[src/rtl/multicore_stream_hub_pkg.sv]
// Shared defaults and the result-FIFO entry type for the multicore stream hub.
package multicore_pkg;
    localparam int DW      = 31;
    localparam int N_CORES = 28;
    localparam int DEPTH   = 16;
    localparam int SW      = $clog2(N_CORES);

    typedef struct packed {
        logic [SW-1:0] src;
        logic [DW-1:0] data;
    } hub_entry_t;
endpackage

[src/rtl/multicore_stream_hub_if.sv]
// Bus bundle between the hub (master side) and the sample source, cores and result sink (slave side).
interface multicore_stream_hub_if #(
    parameter int DW      = multicore_pkg::DW,
    parameter int N_CORES = multicore_pkg::N_CORES,
    parameter int DEPTH   = multicore_pkg::DEPTH
);
    localparam int SW = $clog2(N_CORES);
    localparam int LW = $clog2(DEPTH) + 1;

    // Data fields carry two's-complement values; the hub never does arithmetic on them.
    logic [DW-1:0]         in_data;
    logic                  in_valid;
    logic                  in_ready;
    logic [N_CORES-1:0]    req_in;
    logic [DW-1:0]         core_in_data;
    logic [N_CORES-1:0]    core_in_valid;
    logic [N_CORES*DW-1:0] io_out;
    logic [N_CORES-1:0]    out_en;
    logic [N_CORES-1:0]    out_ack;
    logic [DW-1:0]         out_data;
    logic [SW-1:0]         out_src;
    logic                  out_valid;
    logic                  out_ready;
    logic [LW-1:0]         fifo_level;

    modport master (
        input  in_data, in_valid, req_in, io_out, out_en, out_ready,
        output in_ready, core_in_data, core_in_valid, out_ack,
               out_data, out_src, out_valid, fifo_level
    );

    modport slave (
        output in_data, in_valid, req_in, io_out, out_en, out_ready,
        input  in_ready, core_in_data, core_in_valid, out_ack,
               out_data, out_src, out_valid, fifo_level
    );
endinterface

[src/rtl/multicore_stream_hub_rr_arbiter.sv]
// Round-robin picker: first set request at or after i_ptr, wrapping to index 0.
module rr_arbiter #(
    parameter  int N  = 4,
    localparam int IW = $clog2(N)
) (
    input  logic [N-1:0]  i_req,
    input  logic [IW-1:0] i_ptr,
    output logic [N-1:0]  o_grant,
    output logic [IW-1:0] o_idx,
    output logic          o_any
);
    logic w_hit;

    // Two passes: indices at/after the pointer first, then the wrapped-around low indices.
    always_comb begin
        o_grant = '0;
        o_idx   = '0;
        w_hit   = 1'b0;
        for (int k = 0; k < N; k++) begin
            if (!w_hit && i_req[k] && (IW'(k) >= i_ptr)) begin
                w_hit      = 1'b1;
                o_grant[k] = 1'b1;
                o_idx      = IW'(k);
            end
        end
        for (int k = 0; k < N; k++) begin
            if (!w_hit && i_req[k]) begin
                w_hit      = 1'b1;
                o_grant[k] = 1'b1;
                o_idx      = IW'(k);
            end
        end
    end

    assign o_any = |i_req;
endmodule

[src/rtl/multicore_stream_hub.sv]
// Sample dispatch to N cores and round-robin merge of core results through an ordered output FIFO.
module multicore_stream_hub #(
    parameter int DW      = multicore_pkg::DW,
    parameter int N_CORES = multicore_pkg::N_CORES,
    parameter int DEPTH   = multicore_pkg::DEPTH
) (
    input logic                    clk,
    input logic                    rst_n,
    multicore_stream_hub_if.master bus
);
    localparam int SW = $clog2(N_CORES);
    localparam int AW = $clog2(DEPTH);
    localparam int LW = AW + 1;

    typedef struct packed {
        logic [SW-1:0] src;
        logic [DW-1:0] data;
    } entry_t;

    logic [N_CORES-1:0] w_d_grant, w_c_grant;
    logic [SW-1:0]      w_d_idx, w_c_idx;
    logic               w_d_any, w_c_any;
    logic               w_in_hs, w_push, w_pop;
    logic [DW-1:0]      w_c_data;

    logic [SW-1:0]      r_in_ptr, r_out_ptr;
    logic [N_CORES-1:0] r_core_in_valid;
    logic [DW-1:0]      r_core_in_data;
    entry_t             r_mem [DEPTH];
    logic [AW-1:0]      r_wr, r_rd;
    logic [LW-1:0]      r_level;

    function automatic logic [SW-1:0] f_next(input logic [SW-1:0] i);
        return (i == SW'(N_CORES - 1)) ? '0 : i + 1'b1;
    endfunction

    rr_arbiter #(.N(N_CORES)) u_disp (
        .i_req(bus.req_in), .i_ptr(r_in_ptr),
        .o_grant(w_d_grant), .o_idx(w_d_idx), .o_any(w_d_any)
    );

    rr_arbiter #(.N(N_CORES)) u_coll (
        .i_req(bus.out_en), .i_ptr(r_out_ptr),
        .o_grant(w_c_grant), .o_idx(w_c_idx), .o_any(w_c_any)
    );

    assign bus.in_ready = w_d_any;
    assign w_in_hs      = bus.in_valid && w_d_any;

    always_ff @(posedge clk or negedge rst_n) begin
        if (!rst_n) begin
            r_core_in_valid <= '0;
            r_core_in_data  <= '0;
            r_in_ptr        <= '0;
        end else if (w_in_hs) begin
            r_core_in_valid <= w_d_grant;
            r_core_in_data  <= bus.in_data;
            r_in_ptr        <= f_next(w_d_idx);
        end else begin
            r_core_in_valid <= '0;
        end
    end

    assign bus.core_in_valid = r_core_in_valid;
    assign bus.core_in_data  = r_core_in_data;

    // Full is judged on the registered level, so a same-cycle pop cannot open a slot.
    assign w_push      = rst_n && w_c_any && (r_level != LW'(DEPTH));
    assign w_pop       = (r_level != '0) && bus.out_ready;
    assign bus.out_ack = w_push ? w_c_grant : '0;

    always_comb begin
        w_c_data = '0;
        for (int k = 0; k < N_CORES; k++) begin
            if (w_c_grant[k]) w_c_data = w_c_data | bus.io_out[k*DW +: DW];
        end
    end

    always_ff @(posedge clk or negedge rst_n) begin
        if (!rst_n) begin
            for (int i = 0; i < DEPTH; i++) r_mem[i] <= '0;
            r_wr      <= '0;
            r_rd      <= '0;
            r_level   <= '0;
            r_out_ptr <= '0;
        end else begin
            if (w_push) begin
                r_mem[r_wr] <= '{src: w_c_idx, data: w_c_data};
                r_wr        <= r_wr + 1'b1;
                r_out_ptr   <= f_next(w_c_idx);
            end
            if (w_pop) r_rd <= r_rd + 1'b1;
            case ({w_push, w_pop})
                2'b10:   r_level <= r_level + 1'b1;
                2'b01:   r_level <= r_level - 1'b1;
                default: r_level <= r_level;
            endcase
        end
    end

    assign bus.out_valid  = (r_level != '0);
    assign bus.out_data   = r_mem[r_rd].data;
    assign bus.out_src    = r_mem[r_rd].src;
    assign bus.fifo_level = r_level;
endmodule
[src/flat_wrapper.sv]
// flat-port wrapper written by rule: the top's interface ports become plain ports
module multicore_stream_hub_flat 
#(
    parameter int DW      = multicore_pkg::DW,
    parameter int N_CORES = multicore_pkg::N_CORES,
    parameter int DEPTH   = multicore_pkg::DEPTH
)
  (clk, rst_n, bus_in_data, bus_in_valid, bus_req_in, bus_io_out, bus_out_en, bus_out_ready, bus_in_ready, bus_core_in_data, bus_core_in_valid, bus_out_ack, bus_out_data, bus_out_src, bus_out_valid, bus_fifo_level);
  multicore_stream_hub_if #(.DW(DW), .N_CORES(N_CORES), .DEPTH(DEPTH)) bus_i ();
  input logic clk;
  input logic rst_n;
  input wire logic [$bits(bus_i.in_data)-1:0] bus_in_data;
  input wire logic [$bits(bus_i.in_valid)-1:0] bus_in_valid;
  input wire logic [$bits(bus_i.req_in)-1:0] bus_req_in;
  input wire logic [$bits(bus_i.io_out)-1:0] bus_io_out;
  input wire logic [$bits(bus_i.out_en)-1:0] bus_out_en;
  input wire logic [$bits(bus_i.out_ready)-1:0] bus_out_ready;
  output wire logic [$bits(bus_i.in_ready)-1:0] bus_in_ready;
  output wire logic [$bits(bus_i.core_in_data)-1:0] bus_core_in_data;
  output wire logic [$bits(bus_i.core_in_valid)-1:0] bus_core_in_valid;
  output wire logic [$bits(bus_i.out_ack)-1:0] bus_out_ack;
  output wire logic [$bits(bus_i.out_data)-1:0] bus_out_data;
  output wire logic [$bits(bus_i.out_src)-1:0] bus_out_src;
  output wire logic [$bits(bus_i.out_valid)-1:0] bus_out_valid;
  output wire logic [$bits(bus_i.fifo_level)-1:0] bus_fifo_level;
  assign bus_i.in_data = bus_in_data;
  assign bus_i.in_valid = bus_in_valid;
  assign bus_i.req_in = bus_req_in;
  assign bus_i.io_out = bus_io_out;
  assign bus_i.out_en = bus_out_en;
  assign bus_i.out_ready = bus_out_ready;
  assign bus_in_ready = bus_i.in_ready;
  assign bus_core_in_data = bus_i.core_in_data;
  assign bus_core_in_valid = bus_i.core_in_valid;
  assign bus_out_ack = bus_i.out_ack;
  assign bus_out_data = bus_i.out_data;
  assign bus_out_src = bus_i.out_src;
  assign bus_out_valid = bus_i.out_valid;
  assign bus_fifo_level = bus_i.fifo_level;
  multicore_stream_hub #(.DW(DW), .N_CORES(N_CORES), .DEPTH(DEPTH)) u_core (.clk(clk), .rst_n(rst_n), .bus(bus_i));
endmodule
[config.mk]
export PLATFORM = sky130hd
export DESIGN_NAME = multicore_stream_hub_flat
export DESIGN_NICKNAME = d
export VERILOG_FILES = /design/src/rtl/multicore_stream_hub_pkg.sv /design/src/rtl/multicore_stream_hub_if.sv /design/src/rtl/multicore_stream_hub_rr_arbiter.sv /design/src/rtl/multicore_stream_hub.sv /design/src/flat_wrapper.sv
export SDC_FILE = /design/constraint.sdc
export NUM_CORES = 2
export LEC_CHECK = 0
export ABC_AREA = 0
export CAP_MARGIN = 10
export CORE_AREA = 2 2 419 421
export DETAILED_ROUTE_END_ITERATION = 16
export DIE_AREA = 0 0 421 423
export SYNTH_ARGS = -nofsm -noshare
export SYNTH_HDL_FRONTEND = slang
export SYNTH_SLANG_ARGS = --single-unit
export TNS_END_PERCENT = 20
[constraint.sdc]
create_clock -name clk -period 4.54 [get_ports clk]
set_input_delay 0.454 -clock clk [delete_from_list [all_inputs] [get_ports clk]]
set_output_delay 0.454 -clock clk [all_outputs]
set_load 0.005 [all_outputs]
==> impl_summary.txt <==
----------------------------------------------------
[Floorplan]
  DIE HEIGHT ... 423 µm
  Die Width ... 421 µm
  Standard cell core area ... 173000 µm²
  Placement Rows ... 153
  Boundary pin count ... 1089
  Initial core utilization ... 0.242
  Full die area ... 178000 µm²

[Global route]
  Global-route total usage across every layer ... 0.391
  Most Crowded Layer GR ... met2
  GR Util met3 ... 0.0714
  Met2 Use GR ... 0.594
  Vias in the first global route ... 46900
  Global-route wire length before repair ... 466000 µm
  Pin count of the biggest net entering global routing ... 156
  GR met1 Demand/Resource ... 0.509
  Initial antenna violation count ... 159
  GRT overflow ... 0

[Setup path]
  Crit path kind ... input pin to output port
  CP Data Required Time ... 4.09 ns
  Critical Path End Type ... output port
  Element type at the critical path start ... input pin
  WP data arrival ... 4.18 ns
  Largest fanout on the critical path ... 6

[Yosys]
  Post-synthesis cell area ... 41900 µm²
  Mean post-synth cell area ... 10.4 µm²
  Net count after synthesis ... 5006
  Post-synthesis register bit count ... 658
  Post-Syn Instances ... 4035
  Fraction of registers with async set or reset after synthesis ... 1.00
  Prevailing post-synth register cell ... sky130_fd_sc_hd__dfrtp_1
  Yosys warns ... 0
  Netlist cell types ... 105
  Sequential cell area fraction in the yosys report ... 0.393
  Number of enable-type register cells in the synthesized netlist ... 0

[Clocking]
  Maximum buffer depth of the clock tree ... 3
  Clock tree from TritonCTS ... yes
  Clock insertion delay at the later pin of the skew report ... 0.67 ns
  Number of sinks handled by clock tree synthesis ... 658
  CTS Root Cell ... sky130_fd_sc_hd__clkbuf_16
  H-tree levels ... 3
  Total CTS buffers ... 69
  Clock transition at path regs ... 0.08 ns

[Hold path]
  Worst Hold Class ... input pin to asynchronous set/reset pin

[STA]
  Actual slew at the worst max-slew pin ... 1.14 ns
  Slew Limit Headroom ... 0.236
  Final period util ... 1.02
  Slack of the critical path ... -0.0967 ns
  RSZ-0062 raised after global routing ... yes
  Final count of pins violating max slew ... 0
  Peak clock frequency supported by timing ... 0.216 GHz
  Count of endpoints failing setup in the final report ... 48
  Clock Skews ... 0.0445 ns
  Final hold vios ... 0
  Min cycle time layout ... 4.64 ns

[Drt]
  Via Count ... 48400
  Routed length per instance ... 44.8 µm
  Average vias per placed instance ... 6.00
  # DRC ... 0
  WL final ... 362000 µm
  Post-detailed-route count of antenna-violating nets ... 0
  Number of iterations in the first detailed-routing pass ... 10
  First-iteration detailed-routing DRC count ... 6988

[Cells and area]
  Top library cells by usage in the layout, fill and taps aside ... sky130_fd_sc_hd__clkdlybuf4s50_1, sky130_fd_sc_hd__dfrtp_1, sky130_fd_sc_hd__buf_4, sky130_fd_sc_hd__mux2_2, sky130_fd_sc_hd__nand2_1
  Share of final-layout standard cells stronger than drive strength 1 ... 0.293
  Fin util ... 0.376
  Most common cell after layout, fill and taps aside ... sky130_fd_sc_hd__clkdlybuf4s50_1
  Number of fill cells ... 17200
  Net total in the final layout ... 6586
  Layout Area Growth over Synthesis ... 55.3%

[Run status]
  Violated checks ... setup timing
  Run status ... finished with violations

[Placed design]
  Detailed Place HPWL ... 302000 µm
  I/O Buffers ... 1088
  Last weighted congestion value of the routability-driven placer ... 1.08
  Pre-CTS setup slack ... -0.810 ns

[Power]
  Total power per unit cell area ... 575 nW/µm²
  Cell leakage power ... 26.4 nW
  Post-route total power ... 0.0374 W
  Worst IR Drop VDD ... 0.000362 V

[Flow run]
  Max-cap violations ... 0

----------------------------------------------------
synth_stat cells, types with 39 or more instances:
| library cell | count | area [µm²] |
|---|---|---|
| sky130_fd_sc_hd__buf_2 | 75 | 375 |
| sky130_fd_sc_hd__and4_1 | 48 | 420 |
| sky130_fd_sc_hd__a22o_1 | 133 | 1160 |
| sky130_fd_sc_hd__mux4_2 | 180 | 4050 |
| sky130_fd_sc_hd__a221oi_1 | 80 | 701 |
| sky130_fd_sc_hd__mux2_2 | 393 | 4430 |
| sky130_fd_sc_hd__nand3_1 | 86 | 430 |
| sky130_fd_sc_hd__dfrtp_1 | 658 | 16500 |
| sky130_fd_sc_hd__and3_1 | 82 | 513 |
| sky130_fd_sc_hd__inv_1 | 46 | 173 |
| sky130_fd_sc_hd__a2111oi_0 | 65 | 569 |
| sky130_fd_sc_hd__a222oi_1 | 75 | 751 |
| sky130_fd_sc_hd__nor2_1 | 275 | 1030 |
| sky130_fd_sc_hd__clkbuf_1 | 238 | 893 |
| sky130_fd_sc_hd__nor4_1 | 39 | 244 |
| sky130_fd_sc_hd__a22oi_1 | 240 | 1800 |
| sky130_fd_sc_hd__nand2_1 | 355 | 1330 |
| sky130_fd_sc_hd__nand4_1 | 99 | 619 |
| sky130_fd_sc_hd__nor3_1 | 71 | 355 |
| sky130_fd_sc_hd__and2_1 | 48 | 300 |
| sky130_fd_sc_hd__o21ai_0 | 141 | 706 |
| sky130_fd_sc_hd__a21oi_1 | 156 | 781 |
report_power, final:
| group | total [W] | internal, W | switching [W] |
|---|---|---|---|
| Clock | 0.00599 | 0.00341 | 0.00259 |
| Combinational | 0.0216 | 0.0102 | 0.0114 |
| Sequential | 0.00984 | 0.00836 | 0.00148 |
sequential cells by signal, indices dropped and copies added, names as in the netlist:
register	count
u_core.r_mem	576
u_core.bus.core_in_data	31
u_core.bus.core_in_valid	28
u_core.bus.fifo_level	5
u_core.r_in_ptr	5
u_core.r_out_ptr	5
u_core.r_rd	4
u_core.r_wr	4
cell families after synthesis:
kind of cell,share of synthesized area
mux,0.207
flops,0.393
simple gates,0.152
xor+xnor,0.00251
compound gates,0.201
buf+inv,0.0418
fa+ha+maj,0.00376
metrics by stage:
| stage | TNS [ns] | cells | hold WS [ns] | cell area (µm²) |
|---|---|---|---|---|
| after floorplan | 0 | 4035 | 0.158 | 41900 |
| after global placement | -174.26 | 7849 | 0.352 | 61900 |
| after detailed placement | -171.02 | 7849 | 0.355 | 61900 |
| after CTS | -0.00295 | 7984 | 0.209 | 64600 |
| after global routing | -3.07 | 8043 | 0.253 | 65100 |
| final | -1.22 | 8064 | 0.242 | 65100 |
path summary, 6_finish.rpt:
path / startpoint / end / slack, ns / cells past startpoint
setup / recovery: bus_out_en[12] / bus_out_ack[19] / -0.1 / 11
hold / removal: rst_n / u_core.r_mem[324] / 0.24 / 2
setup reg to reg: u_core.r_out_ptr[0] / u_core.r_mem[381] / -0.06 / 15
hold reg to reg: u_core.bus.core_in_data[6] / u_core.bus.core_in_data[6] / 0.47 / 2
max in group asynchronous: rst_n / u_core.r_mem[243] / 2.32 / 4
min in group clk: bus_in_data[25] / u_core.bus.core_in_data[25] / 0.32 / 3
layout make-up:
class	instances	area, µm²	share of cell area
sequential	658	16500	0.253
multi-input combinational	2960	24500	0.375
inverter	48	185	0.00284
timing repair buffer	1878	18600	0.285
clock inverter	27	397	0.00609
antenna	72	180	0.00277
clock buffer	96	1990	0.0305
tap	2325	2910	0.0447
routing by layer:
layer / vias up / wire length [µm] / part of all wire
met5: - / 184 / 0.00051
met4: 30 / 28500 / 0.079
met3: 856 / 29500 / 0.082
met2: 3313 / 157000 / 0.44
met1: 25100 / 146000 / 0.40
li1: 19100 / - / -
what timing repair did:
item                                    in CTS  in global routing
cloned                                       0                  4
endpoints found under the setup margin     480                377
gates resized for setup                     67                 57
pin swaps                                   18                 12
hold endpoints to repair                    21                  0
hold buffers                                 1                  0
buffers inserted                            11                  4
worst max-delay path, cell delays in order:
cell and delay (ns):
sky130_fd_sc_hd__clkdlybuf4s50_1 0.54, sky130_fd_sc_hd__buf_4 0.20, sky130_fd_sc_hd__nor4_1 0.36, sky130_fd_sc_hd__buf_4 0.24
sky130_fd_sc_hd__nand2_1 0.10, sky130_fd_sc_hd__nor3b_1 0.92, sky130_fd_sc_hd__nand3_1 0.25, sky130_fd_sc_hd__nor2_4 0.15
sky130_fd_sc_hd__or2_2 0.13, sky130_fd_sc_hd__and2_2 0.25, sky130_fd_sc_hd__clkdlybuf4s50_1 0.57
Power figures use the tool's default switching activity.
